<file path="config.mk">
export PLATFORM = sky130hd
export DESIGN_NAME = alu_cmd_ctrl
export DESIGN_NICKNAME = d
export VERILOG_FILES = /design/src/rtl/alu_cmd_ctrl.sv
export SDC_FILE = /design/constraint.sdc
export NUM_CORES = 1
export LEC_CHECK = 0
export ABC_AREA = 1
export BUFFER_PORTS_ARGS = -buffer_cell sky130_fd_sc_hd__buf_2
export CORE_UTILIZATION = 40
export DETAILED_ROUTE_END_ITERATION = 6
export GPL_ROUTABILITY_DRIVEN = 1
export GPL_TIMING_DRIVEN = 0
export PLACE_DENSITY_LB_ADDON = 0.12
export RECOVER_POWER = 25
export SETUP_SLACK_MARGIN = 0.1
export SLEW_MARGIN = 20
export SYNTH_ARGS = -nofsm -noshare
export SYNTH_HDL_FRONTEND = slang
export SYNTH_SLANG_ARGS = --single-unit
export TNS_END_PERCENT = 50
</file>
<file path="constraint.sdc">
create_clock -name clk -period 1 [get_ports clk]
set_input_delay 0.2 -clock clk [delete_from_list [all_inputs] [get_ports clk]]
set_output_delay 0.2 -clock clk [all_outputs]
set_load 0.1 [all_outputs]
</file>
<file path="src/rtl/alu_cmd_ctrl.sv">
// Command-frame decoder that drives the ALU and returns each result as one tx byte.
// Optional macro ALU_WAIT_TIMEOUT_EN bounds the result wait and returns ERR_CODE on expiry.
module alu_cmd_ctrl #(
  parameter int                    DATA_WIDTH     = 8,
  parameter logic [DATA_WIDTH-1:0] CMD_OP         = 8'hCC,
  parameter logic [DATA_WIDTH-1:0] CMD_REUSE      = 8'hDD,
  parameter logic [DATA_WIDTH-1:0] ERR_CODE       = 8'hEE,
  parameter int                    TIMEOUT_CYCLES = 16
) (
  input  logic                  clk,
  input  logic                  rst,
  input  logic [DATA_WIDTH-1:0] rx_data,
  input  logic                  rx_valid,
  output logic [DATA_WIDTH-1:0] tx_data,
  output logic                  tx_valid,
  input  logic                  tx_ready,
  output logic [DATA_WIDTH-1:0] alu_a,
  output logic [DATA_WIDTH-1:0] alu_b,
  output logic [3:0]            alu_fun,
  output logic                  alu_en,
  input  logic [DATA_WIDTH-1:0] alu_out,
  input  logic                  alu_out_valid,
  output logic                  busy
);

  localparam logic [2:0] IDLE     = 3'd0;
  localparam logic [2:0] GET_A    = 3'd1;
  localparam logic [2:0] GET_B    = 3'd2;
  localparam logic [2:0] GET_FUN  = 3'd3;
  localparam logic [2:0] ISSUE    = 3'd4;
  localparam logic [2:0] WAIT_RES = 3'd5;
  localparam logic [2:0] SEND_RES = 3'd6;

  logic [2:0]            state_reg;
  logic [DATA_WIDTH-1:0] a_reg;
  logic [DATA_WIDTH-1:0] b_reg;
  logic [3:0]            fun_reg;
  logic [DATA_WIDTH-1:0] tx_data_reg;
  logic                  tx_valid_reg;

`ifdef ALU_WAIT_TIMEOUT_EN
  localparam int CNT_W = $clog2(TIMEOUT_CYCLES + 1);
  logic [CNT_W-1:0] wait_cnt_reg;
  // Last WAIT_RES cycle before expiry; a result in this same cycle still wins.
  logic             wait_last;
  assign wait_last = (wait_cnt_reg == CNT_W'(TIMEOUT_CYCLES - 1));
`else
  logic unused_cfg;
  assign unused_cfg = ^{ERR_CODE, 32'(TIMEOUT_CYCLES)};
`endif

  always_ff @(posedge clk) begin
    if (rst) begin
      state_reg    <= IDLE;
      a_reg        <= '0;
      b_reg        <= '0;
      fun_reg      <= '0;
      tx_data_reg  <= '0;
      tx_valid_reg <= 1'b0;
`ifdef ALU_WAIT_TIMEOUT_EN
      wait_cnt_reg <= '0;
`endif
    end else begin
      case (state_reg)
        IDLE: begin
          if (rx_valid) begin
            if (rx_data == CMD_OP) begin
              state_reg <= GET_A;
            end else if (rx_data == CMD_REUSE) begin
              state_reg <= GET_FUN;
            end
          end
        end
        GET_A: begin
          if (rx_valid) begin
            a_reg     <= rx_data;
            state_reg <= GET_B;
          end
        end
        GET_B: begin
          if (rx_valid) begin
            b_reg     <= rx_data;
            state_reg <= GET_FUN;
          end
        end
        GET_FUN: begin
          if (rx_valid) begin
            fun_reg   <= rx_data[3:0];
            state_reg <= ISSUE;
          end
        end
        ISSUE: begin
          state_reg <= WAIT_RES;
`ifdef ALU_WAIT_TIMEOUT_EN
          wait_cnt_reg <= '0;
`endif
        end
        WAIT_RES: begin
`ifdef ALU_WAIT_TIMEOUT_EN
          wait_cnt_reg <= wait_cnt_reg + CNT_W'(1);
`endif
          if (alu_out_valid) begin
            tx_data_reg  <= alu_out;
            tx_valid_reg <= 1'b1;
            state_reg    <= SEND_RES;
`ifdef ALU_WAIT_TIMEOUT_EN
          end else if (wait_last) begin
            tx_data_reg  <= ERR_CODE;
            tx_valid_reg <= 1'b1;
            state_reg    <= SEND_RES;
`endif
          end
        end
        SEND_RES: begin
          if (tx_ready) begin
            tx_valid_reg <= 1'b0;
            state_reg    <= IDLE;
          end
        end
        default: state_reg <= IDLE;
      endcase
    end
  end

  assign alu_a    = a_reg;
  assign alu_b    = b_reg;
  assign alu_fun  = fun_reg;
  assign alu_en   = (state_reg == ISSUE);
  assign busy     = (state_reg == ISSUE) || (state_reg == WAIT_RES) || (state_reg == SEND_RES);
  assign tx_data  = tx_data_reg;
  assign tx_valid = tx_valid_reg;

endmodule

</file>
==> metrics.md <==
| Metric | Value |
|---|---|
| Outcome | finished, violations left |
| Failing checks | negative setup slack |
| H-tree Lvls | 2 |
| Sequential share of power | 0.249 |
| Final period utilization | 1.34 |
| Drt drc | 0 |
| Port Buf Inserts | 51 |
| Final Cell Area | 0.00261 mm^2 |
| Most common cell after layout, fill and taps aside | buf_12 |
| Clk root buf | clkbuf_4 |
| Worst-case reg-to-reg path depth | 7 |
| IO Count | 52 |
| Comb pwr share | 0.629 |
| Aggregate global routing overflow | 0 |
| Worst hold path class | in2reg |
| Kind of critical path | reg2out |
| CTS tree | done |
| Final worst setup slack | -0.340 ns |
| Layout Skew | ~0.0086 ns |
| Most frequent cells in the layout | buf_12 (32), nor2_1 (29), dfxtp_2 (24) |
| Maximum clock rate | ~750 MHz |
| Synth Register Bits | 32 |
| CP endpoint kind | output pin |
| Synth Warn # | 0 |
| Avg Synthesized Cell Area | 7.39 um^2 |
| Place WS | -0.254 ns |
| Vias/cell | 5.08 |
| Worst setup path startpoint | state_reg[0]$_SDFFE_PP0P_ |
| Initial core utilization | 0.434 |
| Die width | 60.5 um |
| Via count | ~1600 |
| Power, Total | 7.47 mW |
| Synth unique cells | 21 |
| Antenna viol nets, final | 0 |
| WP data arrival | 1.14 ns |
| Global-route usage over all layers | 0.238 |
| HPWL Detailed | 2.30 mm |
| Cell-internal power | 3.83 mW |
| Post-route minimum period | 1.34 ns |
| RSZ-0062 raised after global routing | true |
| Fraction of final layout cells sized beyond drive strength 1 | 0.588 |
| DIE HEIGHT | 60.5 um |
| ANT cells | 0 |
| # clock sinks | 32 |
| # fillers | roughly 180 |
| Synth Cell Area | 0.00137 mm^2 |
| Power density cells | 2870 mW/mm^2 |
| Hold WS | 0.127 ns |
| Num rows | 20 |
| Max_slew headroom | 0.612 |
| Max IR drop VDD | 2.57 mV |
| Clock Latency Late Sink | 0.35 ns |
| Register-to-register setup slack | -0.34 ns |
| Mapped Nets | a little over 200 |
| Worst reg2reg path endpoint | tx_data[6]$_SDFFE_PP0P_ |
| Die ar. | 0.00366 mm^2 |
| Clk pwr share | 0.122 |
| Routed Wire Length | 4.48 mm |
| Net Sw Frac | 0.488 |
| NetSw | 3.65 mW |
| DP Area | about 0.0018 mm^2 |
| GP Congestion | 0.804 |
| NumNets Final | 282 |
| Final setup violation count | 63 |
| WL per Instance | between 10 and 15 um |
| P_leak | between 1 and 1.5 nW |
| Seq/Total Area, Yosys | 0.468 |
| Placeable Area | 0.00315 mm^2 |
| Clock buffer depth | 2 |
| Iter 0 DRT Violations | 71 |
| Initial antenna violation count | 0 |
| Multi-input gate area | 719 um^2 |
| Worst Max-Slew Pin Slew | roughly 0.58 ns |
| Critical Path End | busy |
| Clk slew on worst S/H paths | 0.10 ns |
| Pin count of the biggest net entering global routing | 11 |
| Post-Syn Instances | 185 |
| Crit Reg-Reg Startpoint | state_reg[0]$_SDFFE_PP0P_ |
| Total CTS buffers | 5 |
| Max-cap violation count | 0 |
| Startpoint types | flip-flop |
| Register Area | roughly 700 um^2 |
| Fin. Hold Viols | 0 |
| Max-slew violations | 0 |
| Global-route wire length before repair | 6.28 mm |
| Critical-path maximum fanout | 4 |
| Vias in the first global route | 1392 |
| DRT Pass-1 Iters | 4 |
| Area growth syn-to-layout | 90.5% |
| CP required | 0.80 ns |
synth_stat cells:
cell type  count  share of area
a21oi_1       17          0.062
a21oi_2        4          0.026
buf_2          1         0.0037
buf_6          3          0.025
clkbuf_1       3         0.0082
clkinv_2       1         0.0037
dfxtp_1       32           0.47
inv_1         18          0.049
inv_2          3         0.0082
nand2_1       26          0.071
nand2_2        2         0.0091
nand3_1        4          0.015
nand3_2        1         0.0073
nand3b_1       1         0.0055
nand4_1        1         0.0046
nor2_1        34          0.093
nor2_2         1         0.0046
nor2_4         2          0.016
o21ai_0       26          0.095
o21ai_1        3          0.011
o21ai_2        2          0.013
power by group through the flow:
stage               sequential (mW)  combinational [mW]  clock, mW
global placement               1.79                3.12          0
CTS                            1.83                4.29      0.903
detailed placement             1.80                3.13          0
global route                   1.88                4.89       1.01
floorplan                      3.02                1.47          0
finish                         1.86                4.70      0.910
worst min-delay path by stage:
stage / from / cells past startpoint / to / slack, ns
detailed placement: rst / 2 / tx_valid$_SDFFE_PP0P_ / 0.37
global placement: rst / 2 / tx_valid$_SDFFE_PP0P_ / 0.36
global route: alu_out[6] / 3 / tx_data[6]$_SDFFE_PP0P_ / 0.13
floorplan: rst / 1 / tx_valid$_SDFFE_PP0P_ / 0.26
finish: alu_out[4] / 3 / tx_data[4]$_SDFFE_PP0P_ / 0.13
CTS: rst / 2 / tx_valid$_SDFFE_PP0P_ / 0.0003
logic make-up (layout without fill, tap and decap cells):
kind of cell | count (synthesis) | count (layout) | synth area share
AO/OA/AOI/OAI | 52 | 52 | 0.207
AND/OR/NAND/NOR | 72 | 72 | 0.227
buffers and inverters | 29 | 106 | 0.0979
flip-flops | 32 | 32 | 0.468
what timing repair did:
item                                    4_1_cts  5_1_grt
resized for setup                           133       49
hold endpoints to repair                      0        1
buffers inserted                             11        3
endpoints found under the setup margin       63       63
gates cloned                                  0        3
pin swaps                                    13       10
hold buffers                                  0        1
per-layer routing:
metal / GRT usage / part of all wire / routed length [um]
met1: 0.278 / 0.43 / 1930
met2: 0.414 / 0.49 / 2210
met3: 0.0533 / 0.055 / 246
met4: 0.107 / 0.021 / 94
met5: 0 / 0 / 0
final cells by class:
type                    count  share of cell area
plain buffers               7              0.0231
clock inverters             1             0.00192
repair buffers             69               0.344
flip-flops and latches     32               0.269
well taps                  44              0.0211
clock buffers               7              0.0255
inverters                  22              0.0394
multi-input cells         124               0.276
metrics by stage:
step,utilization,TNS [ns],instances
2_1_floorplan,-,-0.801,185
3_3_place_gp,0.560,-4.69,280
3_5_place_dp,0.560,-5.15,280
4_1_cts,0.769,-8.98,299
5_1_grt,0.826,-13.44,306
6_report,0.826,-10.49,306
worst max-delay path, stage by stage, from the launching register on:
cell and delay (ns):
dfxtp_4 0.38, nand2_1 0.08, inv_2 0.06, nor2_4 0.10, buf_12 0.18
(Power assumes the default switching activity.)
